--- src/rtl/pipe_stage_buf.sv ---
// rtl/pipe_stage_buf.sv - valid/ready pipeline stage register with flush and back-pressure.
// Optional skid entry enabled by defining PIPE_SKID_EN.
module pipe_stage_buf #(
  parameter int                CTRL_W   = 8,
  parameter int                DATA_W   = 68,
  parameter logic [CTRL_W-1:0] NOP_CTRL = '0
) (
  input  logic              clk_50MHz,
  input  logic              rst,
  input  logic              flush,
  input  logic              in_valid,
  output logic              in_ready,
  input  logic [CTRL_W-1:0] in_ctrl,
  input  logic [DATA_W-1:0] in_data,
  output logic              out_valid,
  input  logic              out_ready,
  output logic [CTRL_W-1:0] out_ctrl,
  output logic [DATA_W-1:0] out_data,
  output logic [1:0]        count
);

  logic push;
  logic pop;

  assign push = in_valid & in_ready;
  assign pop  = out_valid & out_ready;

`ifdef PIPE_SKID_EN
  logic              skid_valid;
  logic [CTRL_W-1:0] skid_ctrl;
  logic [DATA_W-1:0] skid_data;

  // Ready comes only from the skid flop, so out_ready never reaches in_ready.
  assign in_ready = ~rst & ~skid_valid;
  assign count    = {1'b0, out_valid} + {1'b0, skid_valid};

  always_ff @(posedge clk_50MHz) begin
    if (rst) begin
      out_valid  <= 1'b0;
      out_ctrl   <= NOP_CTRL;
      out_data   <= '0;
      skid_valid <= 1'b0;
      skid_ctrl  <= NOP_CTRL;
      skid_data  <= '0;
    end else if (flush) begin
      out_valid  <= 1'b0;
      out_ctrl   <= NOP_CTRL;
      skid_valid <= 1'b0;
    end else if (skid_valid) begin
      if (pop) begin
        out_ctrl   <= skid_ctrl;
        out_data   <= skid_data;
        skid_valid <= 1'b0;
      end
    end else if (!out_valid) begin
      if (push) begin
        out_valid <= 1'b1;
        out_ctrl  <= in_ctrl;
        out_data  <= in_data;
      end
    end else if (pop) begin
      if (push) begin
        out_ctrl <= in_ctrl;
        out_data <= in_data;
      end else begin
        out_valid <= 1'b0;
        out_ctrl  <= NOP_CTRL;
      end
    end else if (push) begin
      skid_valid <= 1'b1;
      skid_ctrl  <= in_ctrl;
      skid_data  <= in_data;
    end
  end
`else
  assign in_ready = ~rst & (~out_valid | out_ready);
  assign count    = {1'b0, out_valid};

  always_ff @(posedge clk_50MHz) begin
    if (rst) begin
      out_valid <= 1'b0;
      out_ctrl  <= NOP_CTRL;
      out_data  <= '0;
    end else if (flush) begin
      out_valid <= 1'b0;
      out_ctrl  <= NOP_CTRL;
    end else if (push) begin
      out_valid <= 1'b1;
      out_ctrl  <= in_ctrl;
      out_data  <= in_data;
    end else if (pop) begin
      out_valid <= 1'b0;
      out_ctrl  <= NOP_CTRL;
    end
  end
`endif

endmodule
--- config.mk ---
export PLATFORM = sky130hd
export DESIGN_NAME = pipe_stage_buf
export DESIGN_NICKNAME = d
export VERILOG_FILES = /design/src/rtl/pipe_stage_buf.sv
export SDC_FILE = /design/constraint.sdc
export NUM_CORES = 1
export LEC_CHECK = 0
export ABC_AREA = 1
export CAP_MARGIN = 20
export CORE_ASPECT_RATIO = 0.9
export CORE_MARGIN = 2
export CORE_UTILIZATION = 44
export CTS_BUF_LIST = sky130_fd_sc_hd__clkbuf_8
export DETAILED_ROUTE_END_ITERATION = 16
export GPL_TIMING_DRIVEN = 0
export PLACE_DENSITY_LB_ADDON = 0.08
export SYNTH_ARGS = -nofsm -noshare
export SYNTH_HDL_FRONTEND = slang
export SYNTH_SLANG_ARGS = --single-unit
export TNS_END_PERCENT = 5
--- constraint.sdc ---
create_clock -name clk_50MHz -period 1.8 [get_ports clk_50MHz]
set_input_delay 0.36 -clock clk_50MHz [delete_from_list [all_inputs] [get_ports clk_50MHz]]
set_output_delay 0.36 -clock clk_50MHz [all_outputs]
set_load 0.005 [all_outputs]
# Word-level counts from Yosys, hierarchy flattened
# Cells that the tools add are included.
# word_totals
elab_cells,17
output_inout_bits,80
input_bits,81
register_bits,77
# op_classes
n_bitwise,7
reduce_logical,3
muxes,4
# ops
op,count
two-way mux 8 bit,2
bitwise AND 1 bit,3
inverter 1 bit,3
two-way mux 1 bit,2
AND reduction 2 bit,1
nonzero test 2 bit,1
OR reduction 2 bit,1
OR 1 bit,1

# Longest topological paths before layout
# depth
ltp_word,5
depth_mapped,8
depth_no_buf,6

# Least setup slack after synthesis
# OpenSTA, ideal clock, no wires.
# synth_timing
path_type,input -> register
from,input in_valid
to,register out_data[23]
setup_ns,0.113
arrival_ns,1.108
path_slack_ns,0.579
required_ns,1.687
cell_stages,7
path_buffers,4
path_cell_list,buf_4 -> nand4_1 -> buf_4 -> buf_6 -> buf_6 -> nor2_1 -> nor2_1
# synth_via
elab_chain_cells,2
# synth_lines
element,line_no,rtl
start: declaration,11,"input logic in_valid,"
bitwise AND 1 bit,25,assign push = in_valid & in_ready;
AND reduction 2 bit (no source line),n/a,
end signal: assignment,90,out_data <= in_data;
end: declaration,18,"output logic [DATA_W-1:0] out_data,"
# Every way passes these cells.
# A chain may end at the register's enable or synchronous reset.

# Worst setup path in the final report
# layout_timing
from,register out_valid
to,output count[0]
# layout_rtl
element,line_no,rtl
start: declaration,15,"output logic out_valid,"
start signal: assignment,81,out_valid <= 1'b0;
start signal: assignment,85,out_valid <= 1'b0;
start signal: assignment,88,out_valid <= 1'b1;
end: declaration,19,output logic [1:0] count
# No word-level cell between the ends.

==> metrics.txt <==
status complete, no violations; Netlist cell types 14; time the worst path needs with I/O delays and setup between 1.5 and 2 ns; Total GRT Usage 22.14%; largest family of logic cells by synthesized area simple AND/OR/NAND/NOR gates; largest net degree at the start of global routing 13; H-tree level count 3; global route overflow 0; leakage power 2.451 nW; clock-pin slew on the worst setup and hold paths 0.07 ns; DR WL/cell 11.59 um; Tightest Pin Transition 0.5101 ns; Die Span X 93.45 um; Synth Cell Area 0.003168 sq mm; Initial Utilization 45.24%; Max Cap Viol 0; xor/xnor share of the synthesized area 0%; first-pass GRT wire length 13.99 mm; share of cells above drive strength 1 between 5 and 6%; Iter 0 DRT Violations 85; Final HPWL DP 6.327 mm; DIE HEIGHT 84.50 um; combinational power share roughly 16%; Seq/Total Area, Yosys 48.66%; FF+latch count, synth 77; postcts setup bufs 0; Cells after Synth 479; final period utilization between 90% and 100%; TritonCTS Buffers 9; relative slew slack 65.99%; Clock Path Buffers 2; final net count between 700 and 800; compound-gate portion of the synthesized area 1.580%; critical path class flop to primary output; Port Buffers approximately 160; vias 3,256; yosys warns 0; R2R Path Start out_valid; switching fraction of total power 22.62%; Area Growth Syn to Fin 60.74%; post-synthesis average cell area 6.614 sq um; initial antenna violation count 0; crit path DAT approximately 1.4 ns; Worst Setup Start Kind flop; Pwr Density 779.8 mW/mm^2; vias in the first global route 3,132; RSZ-0062 raised after global routing no; Clk pwr share 38.0%; TritonCTS clock tree yes; final setup vio count 0; setup TNS 0 ns; latest clock arrival within the worst-skew pair roughly 0.34 ns; switching pwr 0.0008982 W; Worst VDD drop slightly below 0.5 mV; Synth Area in Simple Gates 35.94%; CTS Root Cell clkbuf_8; DRC Markers 0; CP max FO 5; proportion of synthesized area in mux cells 0%; Max Slew Vio Count 0; final wirelength around 8.6 mm; full die area 0.007896 sq mm; io pins 161; Via density 4.370; commonest non-fill, non-tap cell in the layout clkdlybuf4s50_1; # rows 29; Worst Setup SP out_valid; Fmax 0.5815 GHz; Clock Skews about 0.0076 ns; Hold Startpoint in_valid; share of power burned in registers 46.1%; CP Capture Type primary output; Required @ worst endpoint 1.44 ns; Pre-antenna DRT Iters 4; Post-CTS Resized 1; gpl congestion 0.7793; # hold bufs at CTS 0; class of the worst hold path input pin to flop; Fillers 537; antenna-violating nets left 0; Clock Sinks between 70 and 80; Final Hold Violating Endpoints 0; most frequent cells in the layout clkdlybuf4s50_1 (157), nand2_1 (139), nor2_1 (136); Pint 0.003073 W; cell count after placement 730; syn_nets 560; Core Region 0.007003 sq mm; antenna cells 0; post-synthesis adder-cell area fraction 0%; final non-filler cell total 745
-- synthesized netlist by cell type --
library cell  number  share of area [%]
nand3_2            1               0.32
inv_2              1               0.12
nand2_1          139                 16
a21oi_1           10                1.6
buf_2             11                1.7
buf_4              4               0.95
conb_1             1               0.12
nand4_1            9                1.8
nor2_1           136                 16
inv_1             70                8.3
clkbuf_1           7               0.83
dfxtp_1           77                 49
buf_6              5                1.8
nand3_1            8                1.3
-- path summary, 6_finish.rpt --
| check | to | slack (ns) | cells after the start |
|---|---|---|---|
| max | count[0] | 0.08 | 2 |
| min | out_ctrl[2] | 0.36 | 3 |
| max reg2reg | out_data[61] | 0.51 | 7 |
| min reg2reg | out_ctrl[5] | 0.49 | 2 |
-- power groups by stage --
stage	Clock [W]	Combinational [W]	Sequential [W]
after global routing	0.00162	0.000703	0.00184
after floorplan	0	0.000226	0.00188
final	0.00151	0.000634	0.00183
after detailed placement	0	0.000635	0.00187
after global placement	0	0.000622	0.00186
after CTS	0.00154	0.000639	0.00183
-- cell type report --
| type | count | area [sq um] | area share (%) |
|---|---|---|---|
| clock inverter | 6 | 103.9 | 2.039 |
| inverter | 71 | 266.5 | 5.233 |
| buffer | 27 | 167.7 | 3.292 |
| sequential | 77 | 1541 | 30.27 |
| tap | 93 | 116.4 | 2.285 |
| clock buffer | 9 | 123.9 | 2.432 |
| timing repair buffer | 158 | 1580 | 31.03 |
| multi-input combinational | 304 | 1192 | 23.42 |
-- critical path: stages, from the launching register on --
cell	delay [ns]
dfxtp_1	0.41
buf_4	0.13
clkdlybuf4s50_1	0.48
-- routing by layer --
layer | GRT usage (%) | vias to the layer above | routed length (um)
met3 | 6.463 | 16 | 723
met2 | 36.69 | 105 | 4065
met4 | 9.492 | 0 | 200
li1 | - | 1724 | -
met5 | 0 | - | 0
met1 | 26.72 | 1411 | 3642
-- sequential cells by signal (all words and copies together), names as in the netlist --
name	count
out_data	68
out_ctrl	8
out_valid	1
-- logic make-up after synthesis --
family          count (synthesis)
simple gates                  293
buf+inv                        98
flops                          77
compound gates                 10
other cells                     1
-- through the flow --
step                      setup slack (ns)  instance area [sq um]  hold slack (ns)  total power (W)  util (%)
after floorplan                     0.5792                   3168           0.4761         0.002102         -
after global placement            -0.08101                   4866           0.4672         0.002487     69.48
after detailed placement          -0.08595                   4866           0.4778         0.002504     69.48
after CTS                          0.06953                   5092           0.3500         0.004008     72.72
after global routing               0.05159                   5092           0.3670         0.004161     72.72
final                              0.08038                   5092           0.3641         0.003971     72.72
No activity file was read; power rests on OpenSTA's default activity.
